### src/rtl/intersection_phase_scheduler_if.sv
// Control inputs and light/status outputs of the intersection phase scheduler.
// Driver side uses master; the scheduler itself uses slave.
interface intersection_phase_scheduler_if #(
    parameter int CNT_W = 8
);
    logic             tick;
    logic             flash;
    logic [1:0]       ped_req;
    logic             emerg;
    logic             emerg_dir;
    logic [4:0]       set1;
    logic [4:0]       set2;
    logic [2:0]       phase;
    logic [CNT_W-1:0] remaining;
    logic [1:0]       ped_pending;

    modport master (
        output tick, flash, ped_req, emerg, emerg_dir,
        input  set1, set2, phase, remaining, ped_pending
    );

    modport slave (
        input  tick, flash, ped_req, emerg, emerg_dir,
        output set1, set2, phase, remaining, ped_pending
    );
endinterface

### src/rtl/intersection_phase_scheduler.sv
// Two-approach traffic phase sequencer with ped-call latch and emergency preempt; lights follow
// the registered phase combinationally, state moves one step per clock; no backpressure, inputs always accepted.
module intersection_phase_scheduler #(
    parameter int GREEN_TIME  = 10,
    parameter int FLASH_TIME  = 4,
    parameter int YELLOW_TIME = 3,
    parameter int ALLRED_TIME = 1,
    parameter int CNT_W       = 8
) (
    input  logic                         clock,
    input  logic                         reset,
    intersection_phase_scheduler_if.slave bus
);
    typedef enum logic [2:0] {
        PH_T2G    = 3'd0,
        PH_T2F    = 3'd1,
        PH_T2Y    = 3'd2,
        PH_T1G    = 3'd3,
        PH_T1F    = 3'd4,
        PH_T1Y    = 3'd5,
        PH_ALLRED = 3'd6
    } phase_t;

    localparam logic [CNT_W-1:0] LD_GREEN      = CNT_W'(GREEN_TIME - 1);
    localparam logic [CNT_W-1:0] LD_GREEN_WALK = CNT_W'(GREEN_TIME - FLASH_TIME - 1);
    localparam logic [CNT_W-1:0] LD_FLASH      = CNT_W'(FLASH_TIME - 1);
    localparam logic [CNT_W-1:0] LD_YELLOW     = CNT_W'(YELLOW_TIME - 1);
    localparam logic [CNT_W-1:0] LD_ALLRED     = CNT_W'(ALLRED_TIME - 1);
    localparam logic [4:0]       RED_DW        = 5'b10010;

    generate
        if (GREEN_TIME < FLASH_TIME + 1 || ALLRED_TIME < 1 || YELLOW_TIME < 1) begin : g_bad_timing
            $error("intersection_phase_scheduler: invalid phase durations");
        end
    endgenerate

    phase_t           phase_q, phase_d;
    logic [CNT_W-1:0] remaining_q, remaining_d;
    logic             next_dir_q, next_dir_d;
    logic             walk_served_q, walk_served_d;
    logic [1:0]       ped_pending_q, ped_pending_d;

    // Direction bit: 1 = T2/P2, 0 = T1/P1 (matches emerg_dir and ped_req indexing).
    logic cur_dir;
    logic in_green;
    logic in_green_or_flash;
    logic phase_valid;
    logic preempt;
    logic hold;
    logic green_dir;

    always_comb begin
        cur_dir           = (phase_q == PH_T2G) || (phase_q == PH_T2F) || (phase_q == PH_T2Y);
        in_green          = (phase_q == PH_T1G) || (phase_q == PH_T2G);
        in_green_or_flash = in_green || (phase_q == PH_T1F) || (phase_q == PH_T2F);
        phase_valid       = (phase_q != 3'd7);
        preempt           = bus.emerg && in_green_or_flash && (cur_dir != bus.emerg_dir);
        hold              = bus.emerg && in_green && (cur_dir == bus.emerg_dir);
        green_dir         = bus.emerg ? bus.emerg_dir : next_dir_q;
    end

    always_ff @(posedge clock) begin
        if (reset) begin
            phase_q       <= PH_ALLRED;
            remaining_q   <= LD_ALLRED;
            next_dir_q    <= 1'b1;
            walk_served_q <= 1'b0;
            ped_pending_q <= 2'b00;
        end else begin
            phase_q       <= phase_d;
            remaining_q   <= remaining_d;
            next_dir_q    <= next_dir_d;
            walk_served_q <= walk_served_d;
            ped_pending_q <= ped_pending_d;
        end
    end

    always_comb begin
        phase_d       = phase_q;
        remaining_d   = remaining_q;
        next_dir_d    = next_dir_q;
        walk_served_d = walk_served_q;
        ped_pending_d = ped_pending_q | bus.ped_req;

        if (!phase_valid) begin
            phase_d     = PH_ALLRED;
            remaining_d = LD_ALLRED;
        end else if (preempt) begin
            phase_d     = cur_dir ? PH_T2Y : PH_T1Y;
            remaining_d = LD_YELLOW;
        end else if (hold) begin
            // Served approach parks in green with peds held at don't-walk.
            walk_served_d = 1'b0;
        end else if (bus.tick) begin
            if (remaining_q != '0) begin
                remaining_d = remaining_q - CNT_W'(1);
            end else begin
                unique case (phase_q)
                    PH_ALLRED: begin
                        phase_d                  = green_dir ? PH_T2G : PH_T1G;
                        next_dir_d               = green_dir;
                        walk_served_d            = ped_pending_d[green_dir];
                        ped_pending_d[green_dir] = 1'b0;
                        remaining_d              = ped_pending_d[green_dir] | walk_served_d ?
                                                   LD_GREEN_WALK : LD_GREEN;
                    end
                    PH_T1G, PH_T2G: begin
                        if (walk_served_q) begin
                            phase_d     = cur_dir ? PH_T2F : PH_T1F;
                            remaining_d = LD_FLASH;
                        end else begin
                            phase_d     = cur_dir ? PH_T2Y : PH_T1Y;
                            remaining_d = LD_YELLOW;
                        end
                    end
                    PH_T1F, PH_T2F: begin
                        phase_d     = cur_dir ? PH_T2Y : PH_T1Y;
                        remaining_d = LD_YELLOW;
                    end
                    PH_T1Y: begin
                        phase_d     = PH_ALLRED;
                        remaining_d = LD_ALLRED;
                        next_dir_d  = 1'b1;
                    end
                    PH_T2Y: begin
                        phase_d     = PH_ALLRED;
                        remaining_d = LD_ALLRED;
                        next_dir_d  = 1'b0;
                    end
                    default: begin
                        phase_d     = PH_ALLRED;
                        remaining_d = LD_ALLRED;
                    end
                endcase
            end
        end
    end

    logic [4:0] set1_c;
    logic [4:0] set2_c;
    logic [1:0] ped_green;

    always_comb begin
        set1_c    = RED_DW;
        set2_c    = RED_DW;
        ped_green = walk_served_q ? 2'b01 : 2'b10;
        unique case (phase_q)
            PH_T1G:  set1_c = {3'b001, ped_green};
            PH_T1F:  set1_c = {3'b001, bus.flash, 1'b0};
            PH_T1Y:  set1_c = 5'b01010;
            PH_T2G:  set2_c = {3'b001, ped_green};
            PH_T2F:  set2_c = {3'b001, bus.flash, 1'b0};
            PH_T2Y:  set2_c = 5'b01010;
            default: begin
                set1_c = RED_DW;
                set2_c = RED_DW;
            end
        endcase
    end

    assign bus.set1        = set1_c;
    assign bus.set2        = set2_c;
    assign bus.phase       = phase_q;
    assign bus.remaining   = remaining_q;
    assign bus.ped_pending = ped_pending_q;
endmodule

### src/flat_wrapper.sv
// flat-port wrapper written by rule: the top's interface ports become plain ports
module intersection_phase_scheduler_flat 
#(
    parameter int GREEN_TIME  = 10,
    parameter int FLASH_TIME  = 4,
    parameter int YELLOW_TIME = 3,
    parameter int ALLRED_TIME = 1,
    parameter int CNT_W       = 8
)
  (clock, reset, bus_tick, bus_flash, bus_ped_req, bus_emerg, bus_emerg_dir, bus_set1, bus_set2, bus_phase, bus_remaining, bus_ped_pending);
  intersection_phase_scheduler_if #(.CNT_W(CNT_W)) bus_i ();
  input  logic clock;
  input  logic reset;
  input wire logic [$bits(bus_i.tick)-1:0] bus_tick;
  input wire logic [$bits(bus_i.flash)-1:0] bus_flash;
  input wire logic [$bits(bus_i.ped_req)-1:0] bus_ped_req;
  input wire logic [$bits(bus_i.emerg)-1:0] bus_emerg;
  input wire logic [$bits(bus_i.emerg_dir)-1:0] bus_emerg_dir;
  output wire logic [$bits(bus_i.set1)-1:0] bus_set1;
  output wire logic [$bits(bus_i.set2)-1:0] bus_set2;
  output wire logic [$bits(bus_i.phase)-1:0] bus_phase;
  output wire logic [$bits(bus_i.remaining)-1:0] bus_remaining;
  output wire logic [$bits(bus_i.ped_pending)-1:0] bus_ped_pending;
  assign bus_i.tick = bus_tick;
  assign bus_i.flash = bus_flash;
  assign bus_i.ped_req = bus_ped_req;
  assign bus_i.emerg = bus_emerg;
  assign bus_i.emerg_dir = bus_emerg_dir;
  assign bus_set1 = bus_i.set1;
  assign bus_set2 = bus_i.set2;
  assign bus_phase = bus_i.phase;
  assign bus_remaining = bus_i.remaining;
  assign bus_ped_pending = bus_i.ped_pending;
  intersection_phase_scheduler #(.GREEN_TIME(GREEN_TIME), .FLASH_TIME(FLASH_TIME), .YELLOW_TIME(YELLOW_TIME), .ALLRED_TIME(ALLRED_TIME), .CNT_W(CNT_W)) u_core (.clock(clock), .reset(reset), .bus(bus_i));
endmodule
### config.mk
export PLATFORM = sky130hd
export DESIGN_NAME = intersection_phase_scheduler_flat
export DESIGN_NICKNAME = d
export VERILOG_FILES = /design/src/rtl/intersection_phase_scheduler_if.sv /design/src/rtl/intersection_phase_scheduler.sv /design/src/flat_wrapper.sv
export SDC_FILE = /design/constraint.sdc
export NUM_CORES = 1
export LEC_CHECK = 0
export CORE_UTILIZATION = 34
export CTS_CLUSTER_DIAMETER = 100
export DETAILED_ROUTE_END_ITERATION = 8
export GPL_TIMING_DRIVEN = 1
export PLACE_DENSITY = 0.71
export SYNTH_ARGS = -nofsm -noshare
export SYNTH_HDL_FRONTEND = slang
export SYNTH_SLANG_ARGS = --single-unit
### constraint.sdc
create_clock -name clock -period 2 [get_ports clock]
set_input_delay 0.2 -clock clock [delete_from_list [all_inputs] [get_ports clock]]
set_output_delay 0.2 -clock clock [all_outputs]
set_load 0.02 [all_outputs]
# Word level (Yosys, flattened, before mapping)

Index checks and enable logic that the tools add are counted.

Bitwise operators: 8
Add/subtract/negate cells: 1
Reductions and logical operators: 25
Order comparisons: 2
Mux-type cells: 37
Equal/unequal tests: 12

Operator list:

| cell                                                                     | number |
|---|---|
| 5-bit case mux with 3 select lines                                       | 2 |
| 8-bit case mux with 3 select lines                                       | 1 |
| 2-bit two-way mux                                                        | 11 |
| 3-bit two-way mux                                                        | 7 |
| 1-bit two-way mux                                                        | 11 |
| 3-bit equality test (second input constant)                              | 3 |
| 3-bit case mux with 3 select lines                                       | 1 |
| 8-bit two-way mux                                                        | 1 |
| 8-bit nonzero test                                                       | 1 |
| 8-bit by 1-bit subtractor with 8-bit output (second input constant)      | 1 |
| 3-bit by 2-bit equality test with 1-bit output (second input constant)   | 2 |
| 2-bit by 1-bit inequality test with 1-bit output (second input constant) | 3 |
| 6-bit AND reduction                                                      | 1 |
| 2-bit nonzero test                                                       | 3 |
| 2-bit OR reduction                                                       | 3 |
| 1-bit logical AND                                                        | 5 |
| 1-bit logical OR                                                         | 5 |
| 5-bit AND reduction                                                      | 1 |
| 4-bit two-way mux                                                        | 1 |
| 1-bit NOT                                                                | 4 |
| 2-bit AND reduction                                                      | 2 |
| 3-bit by 1-bit equality test with 1-bit output (second input constant)   | 1 |
| 3-bit logical NOT                                                        | 1 |
| 3-bit inequality test (second input constant)                            | 1 |
| 13 further kinds                                                         | 13 |

Input port bits: 8
Register bits after elaboration: 15
Output and inout bits: 23
Word-level logic and storage cells: 91

# Longest topological paths before layout

Depth after elaboration: 16
Depth in mapped cells: 10
Depth with buffers taken out: 8

# Worst setup path before layout

Ideal clock, no wire load.

Path kind: register to register
Start: register u_core.phase_q[1], in the netlist u_core.bus.phase[1]
End: register u_core.phase_q[1], in the netlist u_core.bus.phase[1]
Required time: 1.880 ns
Path buffers: 2
Clock period less this slack: 2.357 ns
Cell stages (with the launch flop): 11
Library setup time: 0.120 ns
Data arrival time: 2.238 ns
Path slack: -0.357 ns
Path through: dfxtp_1 > buf_2 > buf_1 > a21o_1 > inv_1 > ha_1 > nor2b_1 > o32a_1 > o21ai_0 > a21oi_1 > a211o_1

Cells in the longest elaborated chain, start to end: 10
Elaborated cells between the ends (all ways): 33
Those cells by class: 10 x eq/ne; 7 x mux; 1 x bitwise; 15 x reduce/logical

Ends and longest elaborated chain:

| item                                                                                       | RTL line                                                                                                     | text |
|---|---|---|
| from (decl)                                                                                | intersection_phase_scheduler.sv:37                                                                           | `phase_t phase_q, phase_d;` |
| from (signal assigned)                                                                     | intersection_phase_scheduler.sv:70                                                                           | `phase_q <= phase_d;` |
| 3-bit by 1-bit equality test with 1-bit output / 3-bit logical NOT (equally long branches) | -                                                                                                            |  |
| 1-bit logical OR (2 in a row)                                                              | intersection_phase_scheduler.sv:53                                                                           | `cur_dir = (phase_q == PH_T2G) \|\| (phase_q == PH_T2F) \|\| (phase_q == PH_T2Y);` |
| 3-bit two-way mux                                                                          | intersection_phase_scheduler.sv:89, intersection_phase_scheduler.sv:112, intersection_phase_scheduler.sv:117 |  |
| 3-bit two-way mux                                                                          | intersection_phase_scheduler.sv:108                                                                          | `if (walk_served_q) begin` |
| 3-bit case mux with 3 select lines                                                         | intersection_phase_scheduler.sv:98                                                                           | `unique case (phase_q)` |
| 3-bit two-way mux                                                                          | intersection_phase_scheduler.sv:95                                                                           | `if (remaining_q != '0) begin` |
| 3-bit two-way mux                                                                          | intersection_phase_scheduler.sv:94                                                                           | `end else if (bus.tick) begin` |
| 3-bit two-way mux                                                                          | intersection_phase_scheduler.sv:91                                                                           | `end else if (hold) begin` |
| 3-bit two-way mux                                                                          | intersection_phase_scheduler.sv:88                                                                           | `end else if (preempt) begin` |

Several ways; a longest one is shown, not always the timed one. The select of a mux whose other input is x is not followed.
A chain may end at the register's enable or synchronous reset.

# Worst setup path in the final report

Start: register u_core.phase_q[2], in the netlist u_core.bus.phase[2]
End: output port bus_set1[0]

Cells in the longest elaborated chain, start to end: 2
Elaborated cells between the ends (all ways): 4
Those cells by class: 3 x eq/ne; 1 x mux

Ends and longest elaborated chain:

| item                                                                                         | RTL line                            | text |
|---|---|---|
| 3-bit equality test / 3-bit by 2-bit equality test with 1-bit output (equally long branches) | intersection_phase_scheduler.sv:147 | `unique case (phase_q)` |
| 5-bit case mux with 3 select lines (*)                                                       | intersection_phase_scheduler.sv:147 |  |
| to (decl)                                                                                    | flat_wrapper.sv:19                  | `output wire logic [$bits(bus_i.set1)-1:0] bus_set1;` |

Mark *: on every way between the ends. The rest lies on a longest branch, timed or not.

==> impl_metrics.yaml <==
finish:
  nFillCells: 292
  stdcell_count: 226
  drive_above_1_share: 0.165
  area_growth_pct: 43.8
  stdcell_area_sq_mm: 0.00159
  diodes: 0
  nets: 194
floorplanning:
  io_pins: 31
  die_h_um: 59.0
  dieWidth_um: 59.0
  coreArea_sq_mm: 0.00308
  initial_core_util: 0.359
  die_area_sq_mm: 0.00349
  num_rows: 20
critical_path:
  critPathCapture: "bus_set1[0]"
  r2r_slack_ns: 0.15
  path_class: "flop to output pin"
  worst_r2r_startpoint: "u_core.bus.phase[0]$_SDFFE_PP0P_"
  cp-end-kind: "output pin"
  reg2reg_depth: 6
  crit_required_ns: 1.80
  crit_start: "u_core.bus.phase[2]$_SDFFE_PP1P_"
  r2r_end: "u_core.bus.remaining[5]$_SDFFE_PP0P_"
  cp_max_fo: 16
  startpoint_type: "flop"
  worst_ep_arrival_time_ns: 1.68
global_routing:
  antenna_found_initial: 0
  grt_pass1_wl_mm: 5.16
  first_global_vias: 1140
  overflow: 0
  grt_start_max_net_pins: 23
  grt_usage: 0.194
clock_tree:
  cts_sinks: 15
  clock_latency_ns: 0.29
  cts_buffers: 3
  clockBufferDepth: 2
  cts_tree: "yes"
  hold_buffers: 0
  clkSlewWorstSetupHoldPaths_ns: 0.10
  h-tree-depth: 1
  cts_root_buffer: "clkbuf_4"
run:
  cap_violations: 0
placement:
  dp_hpwl_mm: 2.35
  dp.cells: 221
  port_buffers: 30
  placed_cell_area_sq_mm: 0.00155
  place_congestion: 0.829
detailed_routing:
  num_vias: 1196
  wire_per_inst_um: 13.5
  vias_per_cell: 5.29
  dr.pass1.iters: 4
  ant_nets: 0
  drt-total-wl_mm: 3.05
  drtIter0Drc: 18
  drc: 0
sta:
  slew_viol_final: 0
  layout_min_cycle_time_ns: 1.88
  hold_slack_ns: 0.464
  worst_pin_slew_ns: 0.504
  finalCritPeriodShare: 0.941
  slew_headroom: 0.662
  clock_skew_ns: 0.00407
  fmax_mhz: 531
  final-hold-violation-count: 0
  rsz0062_at_grt: "false"
  setup-violations-final: 0
  setup_tns_ns: 0
hold_path:
  min_path_type: "flop to flop"
logic_synthesis:
  ys_ff_latch: 15
  synthFlopType: "dfxtp_1"
  synth-edff-count: 0
  async_flop_share: 0
  netlist_instances: 140
  netlist.area_leader.share: 0.271
  synth_area_leaders: "dfxtp_1, nor2_1, a21oi_1, mux2i_1, ha_1"
  yosys.cell_types.count: 48
  syn-num-nets: 151
  synth_seq_area_share: 0.271
  yosys.area.top_type: "dfxtp_1"
  synth.avg_cell_area_sq_um: 7.90
  yosys-top-cells-count: "nor2_1, dfxtp_1, a21oi_1"
  ys_warn_count: 0
  synth_most_common_cell: "nor2_1"
  syn_area_sq_mm: 0.00111
power:
  powerDensity_mw_per_mm2: 1720
  vdd_drop_max_uv: 695
  p_leak_nw: 0.665
run_status:
  status: "completed"
registers in the layout, summed over array words and instances, names as in the netlist:
signal and cells:
u_core.next_dir_q 1, u_core.walk_served_q 1, u_core.bus.ped_pending 2, u_core.bus.remaining 8
u_core.bus.phase 3
final cells by class:
class,count,area (sq um),share of cell area
sequential,15,309,0.194
clock inverter,1,5.00,0.00315
tap,44,55.1,0.0346
clock buffer,3,22.5,0.0142
multi-input combinational,110,751,0.472
inverter,7,26.3,0.0165
timing repair buffer,46,422,0.265
worst max-delay path: stages, from the launching register on:
cell,delay (ns)
dfxtp_4,0.41
and3b_1,0.23
and2_1,0.14
clkdlybuf4s50_1,0.61
where the power goes:
group,switching (mW),total (mW),internal [mW]
logic,1.00,1.90,0.895
clock network,0.108,0.182,0.0743
registers,0.214,0.660,0.446
total,1.32,2.74,1.42
layout by cell type (no fill, tap or decap), types with 2 or more instances in the layout:
master            n
a21oi_1           8
and2_1            2
buf_4            15
o21ai_0           6
nand3b_1          2
o22ai_1           2
a211oi_1          2
nand2_1           3
nor4_1            3
nand4_1           4
nand2b_1          2
o21bai_1          3
nand3_1           4
dfxtp_1          12
dlygate4sd2_1     3
and3b_1           2
nor3_1            6
xor2_1            4
nor3b_1           2
o211ai_1          2
clkdlybuf4s50_1  25
mux2i_1           4
ha_1              3
dfxtp_4           2
nor2b_1           3
clkbuf_4          4
inv_1             7
dlymetal6s2s_1    2
nor2_1           20
kinds of logic after synthesis:
kind of cell / after synthesis / synth area share
xor gates and xnor gates: 5 / 0.0396
muxes: 4 / 0.0362
DFF: 15 / 0.271
AOI/OAI and AO/OA: 37 / 0.243
buffers and inverters: 15 / 0.0600
and+or+nand+nor: 61 / 0.316
adders and majority gates: 3 / 0.0339
metal layers:
layer  GRT usage  vias to the layer above  part of all wire
met5           0                        -                 0
met4      0.0272                        0            0.0036
met3      0.0502                        2             0.037
met2       0.349                       30              0.52
met1       0.237                      560              0.44
li1            -                      604                 -
stage by stage:
step                power (mW)  setup WS, ns   util
finish                    2.74         0.117  0.517
global route              2.97       0.00665  0.517
CTS                       2.72        0.0162  0.511
detailed placement        2.53        -0.116  0.503
global placement          2.49       -0.0613  0.503
floorplan                 1.89       0.00260      -
timing repair:
| item | CTS | global route |
|---|---|---|
| setup endpoints to repair | 4 | 5 |
| gates cloned | 0 | 0 |
| buffers inserted | 0 | 1 |
| resized for setup | 4 | 3 |
how the worst min path moves through the flow:
stage | start | endpoint | cells after the start
3_3_place_gp | u_core.next_dir_q$_SDFFE_PP1P_ | u_core.next_dir_q$_SDFFE_PP1P_ | 1
5_1_grt | u_core.next_dir_q$_SDFFE_PP1P_ | u_core.next_dir_q$_SDFFE_PP1P_ | 1
6_report | u_core.next_dir_q$_SDFFE_PP1P_ | u_core.next_dir_q$_SDFFE_PP1P_ | 1
4_1_cts | u_core.next_dir_q$_SDFFE_PP1P_ | u_core.next_dir_q$_SDFFE_PP1P_ | 1
3_5_place_dp | u_core.next_dir_q$_SDFFE_PP1P_ | u_core.next_dir_q$_SDFFE_PP1P_ | 1
2_1_floorplan | reset | u_core.bus.ped_pending[0]$_SDFF_PP0_ | 1
(Power assumes the default switching activity.)
